$ cat src/rtl/simon_fsm_multi.sv
// Simon game controller with a configurable number of colours and sequence depth.
// On every new game the stored sequence is loaded from the LFSR. The controller
// then plays back a growing prefix of the sequence on one-hot LEDs and checks
// the player's presses against it. Completing MAX_LEN rounds wins the game.
// Optional build macro SIMON_TIMEOUT_EN: when defined, the player must press a
// button within TIMEOUT_TICKS cycles while in WAIT. Otherwise WAIT waits forever.
module simon_fsm_multi #(
   parameter int NUM_COLORS    = 4,
   parameter int MAX_LEN       = 10,
   parameter int ON_TICKS      = 3,
   parameter int OFF_TICKS     = 2,
   parameter int TIMEOUT_TICKS = 50,
   localparam int CW = (NUM_COLORS > 1) ? $clog2(NUM_COLORS) : 1,
   localparam int RW = $clog2(MAX_LEN + 1)
) (
   input  logic                  clk_tick,
   input  logic                  reset_n,
   input  logic [CW-1:0]         rnd_val,
   input  logic                  btn_valid,
   input  logic [CW-1:0]         btn_val,
   output logic                  lfsr_enable,
   output logic [NUM_COLORS-1:0] led,
   output logic                  error_led,
   output logic                  win_led,
   output logic [RW-1:0]         round,
   output logic [2:0]            state
);

   // Memory address width; counters carry RW bits and are sliced down to this.
   localparam int AW = (MAX_LEN > 1) ? $clog2(MAX_LEN) : 1;
   // The timer is shared by the LED phases and the input timeout.
   localparam int TMAX0 = (ON_TICKS > OFF_TICKS) ? ON_TICKS : OFF_TICKS;
   localparam int TMAX  = (TMAX0 > TIMEOUT_TICKS) ? TMAX0 : TIMEOUT_TICKS;
   localparam int TW    = (TMAX > 1) ? $clog2(TMAX) : 1;

   localparam logic [RW-1:0]         R_ONE     = RW'(1);
   localparam logic [RW-1:0]         R_MAX     = RW'(MAX_LEN);
   localparam logic [TW-1:0]         T_ONE     = TW'(1);
   localparam logic [TW-1:0]         T_ON_END  = TW'(ON_TICKS - 1);
   localparam logic [TW-1:0]         T_OFF_END = TW'(OFF_TICKS - 1);
`ifdef SIMON_TIMEOUT_EN
   localparam logic [TW-1:0]         T_TO_END  = TW'(TIMEOUT_TICKS - 1);
`endif
   localparam logic [NUM_COLORS-1:0] LED_ONE   = NUM_COLORS'(1);

   typedef enum logic [2:0] {
      S_INIT     = 3'd0,
      S_SHOW_ON  = 3'd1,
      S_SHOW_OFF = 3'd2,
      S_WAIT     = 3'd3,
      S_ERROR    = 3'd4,
      S_WIN      = 3'd5
   } state_t;

   state_t        st;
   logic [RW-1:0] idx;
   logic [RW-1:0] play_idx;
   logic [RW-1:0] input_idx;
   logic [TW-1:0] timer;

   logic [CW-1:0] mem [MAX_LEN];
   logic          mem_we;
   logic [CW-1:0] mem_first;
   logic [CW-1:0] mem_play_nxt;
   logic [CW-1:0] mem_input;

   function automatic logic [NUM_COLORS-1:0] onehot(input logic [CW-1:0] c);
      return LED_ONE << c;
   endfunction

   assign state        = st;
   assign mem_we       = (st == S_INIT) && (idx < R_MAX);
   assign mem_first    = mem[0];
   assign mem_play_nxt = mem[AW'(play_idx + R_ONE)];
   assign mem_input    = mem[input_idx[AW-1:0]];

   // Sequence storage: written only while loading, never reset.
   always_ff @(posedge clk_tick) begin
      if (mem_we) mem[idx[AW-1:0]] <= rnd_val;
   end

   // Game FSM with registered outputs.
   always_ff @(posedge clk_tick or negedge reset_n) begin
      if (!reset_n) begin
         st          <= S_INIT;
         led         <= '0;
         error_led   <= 1'b0;
         win_led     <= 1'b0;
         round       <= '0;
         lfsr_enable <= 1'b0;
         idx         <= '0;
         play_idx    <= '0;
         input_idx   <= '0;
         timer       <= '0;
      end else begin
         lfsr_enable <= 1'b0;
         case (st)
            S_INIT: begin
               if (idx < R_MAX) begin
                  lfsr_enable <= 1'b1;
                  idx         <= idx + R_ONE;
               end else begin
                  round    <= R_ONE;
                  play_idx <= '0;
                  timer    <= '0;
                  led      <= onehot(mem_first);
                  st       <= S_SHOW_ON;
               end
            end
            S_SHOW_ON: begin
               if (timer == T_ON_END) begin
                  led   <= '0;
                  timer <= '0;
                  st    <= S_SHOW_OFF;
               end else begin
                  timer <= timer + T_ONE;
               end
            end
            S_SHOW_OFF: begin
               if (timer == T_OFF_END) begin
                  timer <= '0;
                  if (play_idx + R_ONE == round) begin
                     input_idx <= '0;
                     st        <= S_WAIT;
                  end else begin
                     play_idx <= play_idx + R_ONE;
                     led      <= onehot(mem_play_nxt);
                     st       <= S_SHOW_ON;
                  end
               end else begin
                  timer <= timer + T_ONE;
               end
            end
            S_WAIT: begin
               if (btn_valid) begin
                  if (btn_val == mem_input) begin
                     if (input_idx + R_ONE == round) begin
                        if (round == R_MAX) begin
                           win_led <= 1'b1;
                           st      <= S_WIN;
                        end else begin
                           round    <= round + R_ONE;
                           play_idx <= '0;
                           timer    <= '0;
                           led      <= onehot(mem_first);
                           st       <= S_SHOW_ON;
                        end
                     end else begin
                        input_idx <= input_idx + R_ONE;
                        timer     <= '0;
                     end
                  end else begin
                     error_led <= 1'b1;
                     st        <= S_ERROR;
                  end
               end
`ifdef SIMON_TIMEOUT_EN
               else if (timer == T_TO_END) begin
                  error_led <= 1'b1;
                  st        <= S_ERROR;
               end else begin
                  timer <= timer + T_ONE;
               end
`endif
            end
            S_ERROR: begin
               if (btn_valid) begin
                  error_led <= 1'b0;
                  round     <= R_ONE;
                  play_idx  <= '0;
                  timer     <= '0;
                  led       <= onehot(mem_first);
                  st        <= S_SHOW_ON;
               end
            end
            S_WIN: begin
               if (btn_valid) begin
                  win_led <= 1'b0;
                  idx     <= '0;
                  round   <= '0;
                  st      <= S_INIT;
               end
            end
            default: begin
               // Unused codes fall back to a clean reload.
               st        <= S_INIT;
               idx       <= '0;
               round     <= '0;
               timer     <= '0;
               led       <= '0;
               error_led <= 1'b0;
               win_led   <= 1'b0;
            end
         endcase
      end
   end

endmodule

$ cat config.mk
export PLATFORM = sky130hd
export DESIGN_NAME = simon_fsm_multi
export DESIGN_NICKNAME = d
export VERILOG_FILES = /design/src/rtl/simon_fsm_multi.sv
export SDC_FILE = /design/constraint.sdc
export NUM_CORES = 1
export LEC_CHECK = 0
export CAP_MARGIN = 20
export CORE_ASPECT_RATIO = 0.7
export CORE_UTILIZATION = 59
export DETAILED_ROUTE_END_ITERATION = 8
export PLACE_DENSITY = 0.8
export SYNTH_ARGS = -nofsm -noshare
export SYNTH_HDL_FRONTEND = slang
export SYNTH_SLANG_ARGS = --single-unit
$ cat constraint.sdc
create_clock -name clk_tick -period 2.9 [get_ports clk_tick]
set_input_delay 0.58 -clock clk_tick [delete_from_list [all_inputs] [get_ports clk_tick]]
set_output_delay 0.58 -clock clk_tick [all_outputs]
set_load 0.005 [all_outputs]
==> qor.yml, run 1 <==
clkTransAtPathRegs_ns: 0.11
synth-seq-cells: 52
cts_made_buffers: 5
htreeDepth: 2
finalSetupTns_ns: 0
critPathRequiredTime_ns: 3.12
routedWlPerCell_um: 18.6
gp_routability_congestion: 0.973
synth_area_leaders: "dfrtp_1 (25%), edfxtp_1 (19%), mux2i_1 (4.3%)"
layout_commonest_cell: "dfrtp_1"
clkLatencyLatePin_ns: 0.32
r2r-start: "timer[3]"
rsz0062_at_grt: "false"
avgSynthCellArea_um2: 10.1
track_usage_pct: 29.7
critPathLaunchType: "register"
rows: 22
max_slew_margin_pct: 61.8
drive_gt1_share_pct: 12.2
hpwl_um: 5970
grt_max_degree: 33
yosysSeqAreaShare_pct: 43.3
cpLargestDelayFamily: "compound AO/OA/AOI/OAI gates"
fin_ws_ns: 0.248
drtAntennaViolNets: 0
whs_ns: 0.496
drc: 0
fin_area_um2: 3700
tightest_slew_ns: 0.569
clock.fmax_ghz: 0.377
cts.path.max_buffers: 2
p_per_area_nw_per_um2: 1020
postCtsSetupRepairBufs: 0
finalHoldViolations: 0
holdPathEnd: "win_led"
fillCellCount: 380
finClkSkew_ns: 0.00751
syn_nets: 337
cts.sinks: 52
vdd_drop_max_mv: 0.488
end_kind: "register"
hp-start: "win_led"
final_nets: 369
synth_top_cell_area_share_pct: 24.8
hp-class: "reg -> reg"
worst_path_largest_cell_delay_ns: 0.55
crit_buf_inv: 0
critPathMaxFanout: 10
cts_root_buf: "clkbuf_8"
max_cap_violations: 0
crit_arrival_ns: 2.87
drt-total-wl_um: 7900
setup_viol: 0
slew_violations: 0
finalCritPeriodShare_pct: 91.4
multi_input_area_um2: 1710
r2r_cells: 7
place_area_um2: 3600
p_leak_nw: 1.46
outcome: "completed"
die_area_um2: 5790
drtPass1Iterations: 5
ff2ff_setup_slack_ns: 0.25
gr-total-overflow: 0
worstPathCellList: "nor4_1 -> nand2_1 -> a22oi_2 -> o2111ai_1 -> a21oi_1 -> o21ai_1 -> a22o_1"
synthDistinctLibCells: 57
grt_pass1_wl_um: 12900
ios: 21
die_y_um: 63.9
synthArstFlopShare_pct: 61.5
r2r_end: "led[3]"
first_global_vias: 2443
area_delta_synth_final_pct: 14.4
cp_slowest_cell: "nor4_1"
syn_inst: 319
drtIter0Drc: 380
dp_slack_ns: 0.281
tritoncts: "yes"
final_cell_mix: "dfrtp_1 (32), nand2_1 (26), clkdlybuf4s50_1 (20), edfxtp_1 (20)"
synth_edf_count: 20
synthFlopType: "dfrtp_1"
portBuffers: 20
chipWidth_um: 90.5
yosys_warnings: 0
start_util_pct: 61.5
fin_crit_ns: 2.65
worstHoldPathCells: 2
via_per_inst: 6.50
core-area_um2: 5260
syn_area_um2: 3230
crit_type: "reg -> reg"
cts_resized: 0
holdBufCountCts: 0
vias: 2755
yosys.area.top_type: "dfrtp_1"
area.sequential_um2: 1400
num_antenna_cells: 0
fin_util_pct: 70.3
antenna_found_initial: 0
## stage by stage
| step | power, mW | cells |
|---|---|---|
| 3_3_place_gp | 3.23 | 416 |
| 3_5_place_dp | 3.28 | 416 |
| 4_1_cts | 3.75 | 424 |
| 5_1_grt | 4.02 | 424 |
| 2_1_floorplan | 2.59 | 319 |
| 6_report | 3.79 | 424 |
## cell type report
| type | count | share of cell area (%) |
|---|---|---|
| repair buffers | 39 | 9.27 |
| inverters | 17 | 1.73 |
| clock buffers | 5 | 1.86 |
| multi-input cells | 236 | 46.1 |
| well taps | 72 | 2.44 |
| clock inverters | 3 | 0.677 |
| flip-flops and latches | 52 | 37.9 |
## state kept, by name, summed over array words and instances (netlist names), 3 cells and up
register and flops:
input_idx 4, idx 4, play_idx 4, timer 6, mem 20, led 4
state 3, round 4
## cell usage after synthesis, drive strengths merged, types with 3 or more instances
master and count:
mux2i 15, clkbuf 8, nor2b 6, o211ai 4
nor2 19, a31oi 8, inv 17, nor3 7
a21oi 15, mux4 4, nand4 7, o22ai 4
xnor2 12, dfrtp 32, o21ai 13, nand3 15
edfxtp 20, ha 11, nand2 26, buf 6
a211oi 3, xor2 5, and2 9, a22o 5
or3 7, o21a 4, and3 4, mux2 5
## worst max path at each step
stage                      from     end  slack [ns]  depth (start not counted)
global placement      btn_valid  led[3]        0.31                          9
global route           state[2]  led[1]        0.07                          7
detailed placement    btn_valid  led[3]        0.28                          9
floorplan           play_idx[0]  led[0]        0.47                          8
finish                 timer[3]  led[3]        0.25                          7
CTS                    timer[3]  led[3]        0.30                          7
## cell families (layout without fill, tap and decap cells)
| group | count (synthesis) | count (layout) | synth area share (%) |
|---|---|---|---|
| AOI/OAI and AO/OA | 76 | 76 | 16.7 |
| xor gates and xnor gates | 17 | 17 | 4.84 |
| adders and majority gates | 11 | 11 | 4.26 |
| buffers and inverters | 31 | 64 | 3.91 |
| DFF | 52 | 52 | 43.3 |
| muxes | 24 | 24 | 9.28 |
| and+or+nand+nor | 108 | 108 | 17.7 |
## metal layers
layer  GRT usage (%)  up-vias  wire length, µm
li1                -     1256                -
met1            46.1     1320             3700
met2            41.9      162             3260
met3            5.48       17              815
met4            9.27        0              127
met5               0        -                0
## worst min-delay path, delay by kind of cell (launching register included)
family | cells | cell delay [ns]
flip-flops | 1 | 0.36
AO/OA/AOI/OAI | 1 | 0.06
AND/OR/NAND/NOR | 1 | 0.05
## report_power, final
| part | internal, mW | switching (mW) |
|---|---|---|
| logic | 0.945 | 1.25 |
| registers | 0.938 | 0.201 |
| clock network | 0.177 | 0.274 |
(Power assumes the default switching activity.)
==> run 2: changes to the inputs <==
--- a/config.mk
+++ b/config.mk
@@ -8,6 +8,7 @@
 export CAP_MARGIN = 20
 export CORE_ASPECT_RATIO = 0.7
 export CORE_UTILIZATION = 59
+export CTS_CLUSTER_SIZE = 16
 export DETAILED_ROUTE_END_ITERATION = 8
 export PLACE_DENSITY = 0.8
 export SYNTH_ARGS = -nofsm -noshare
==> results of run 2 <==
Same layout as run 1: the final DEF is identical, and so are final timing and power.
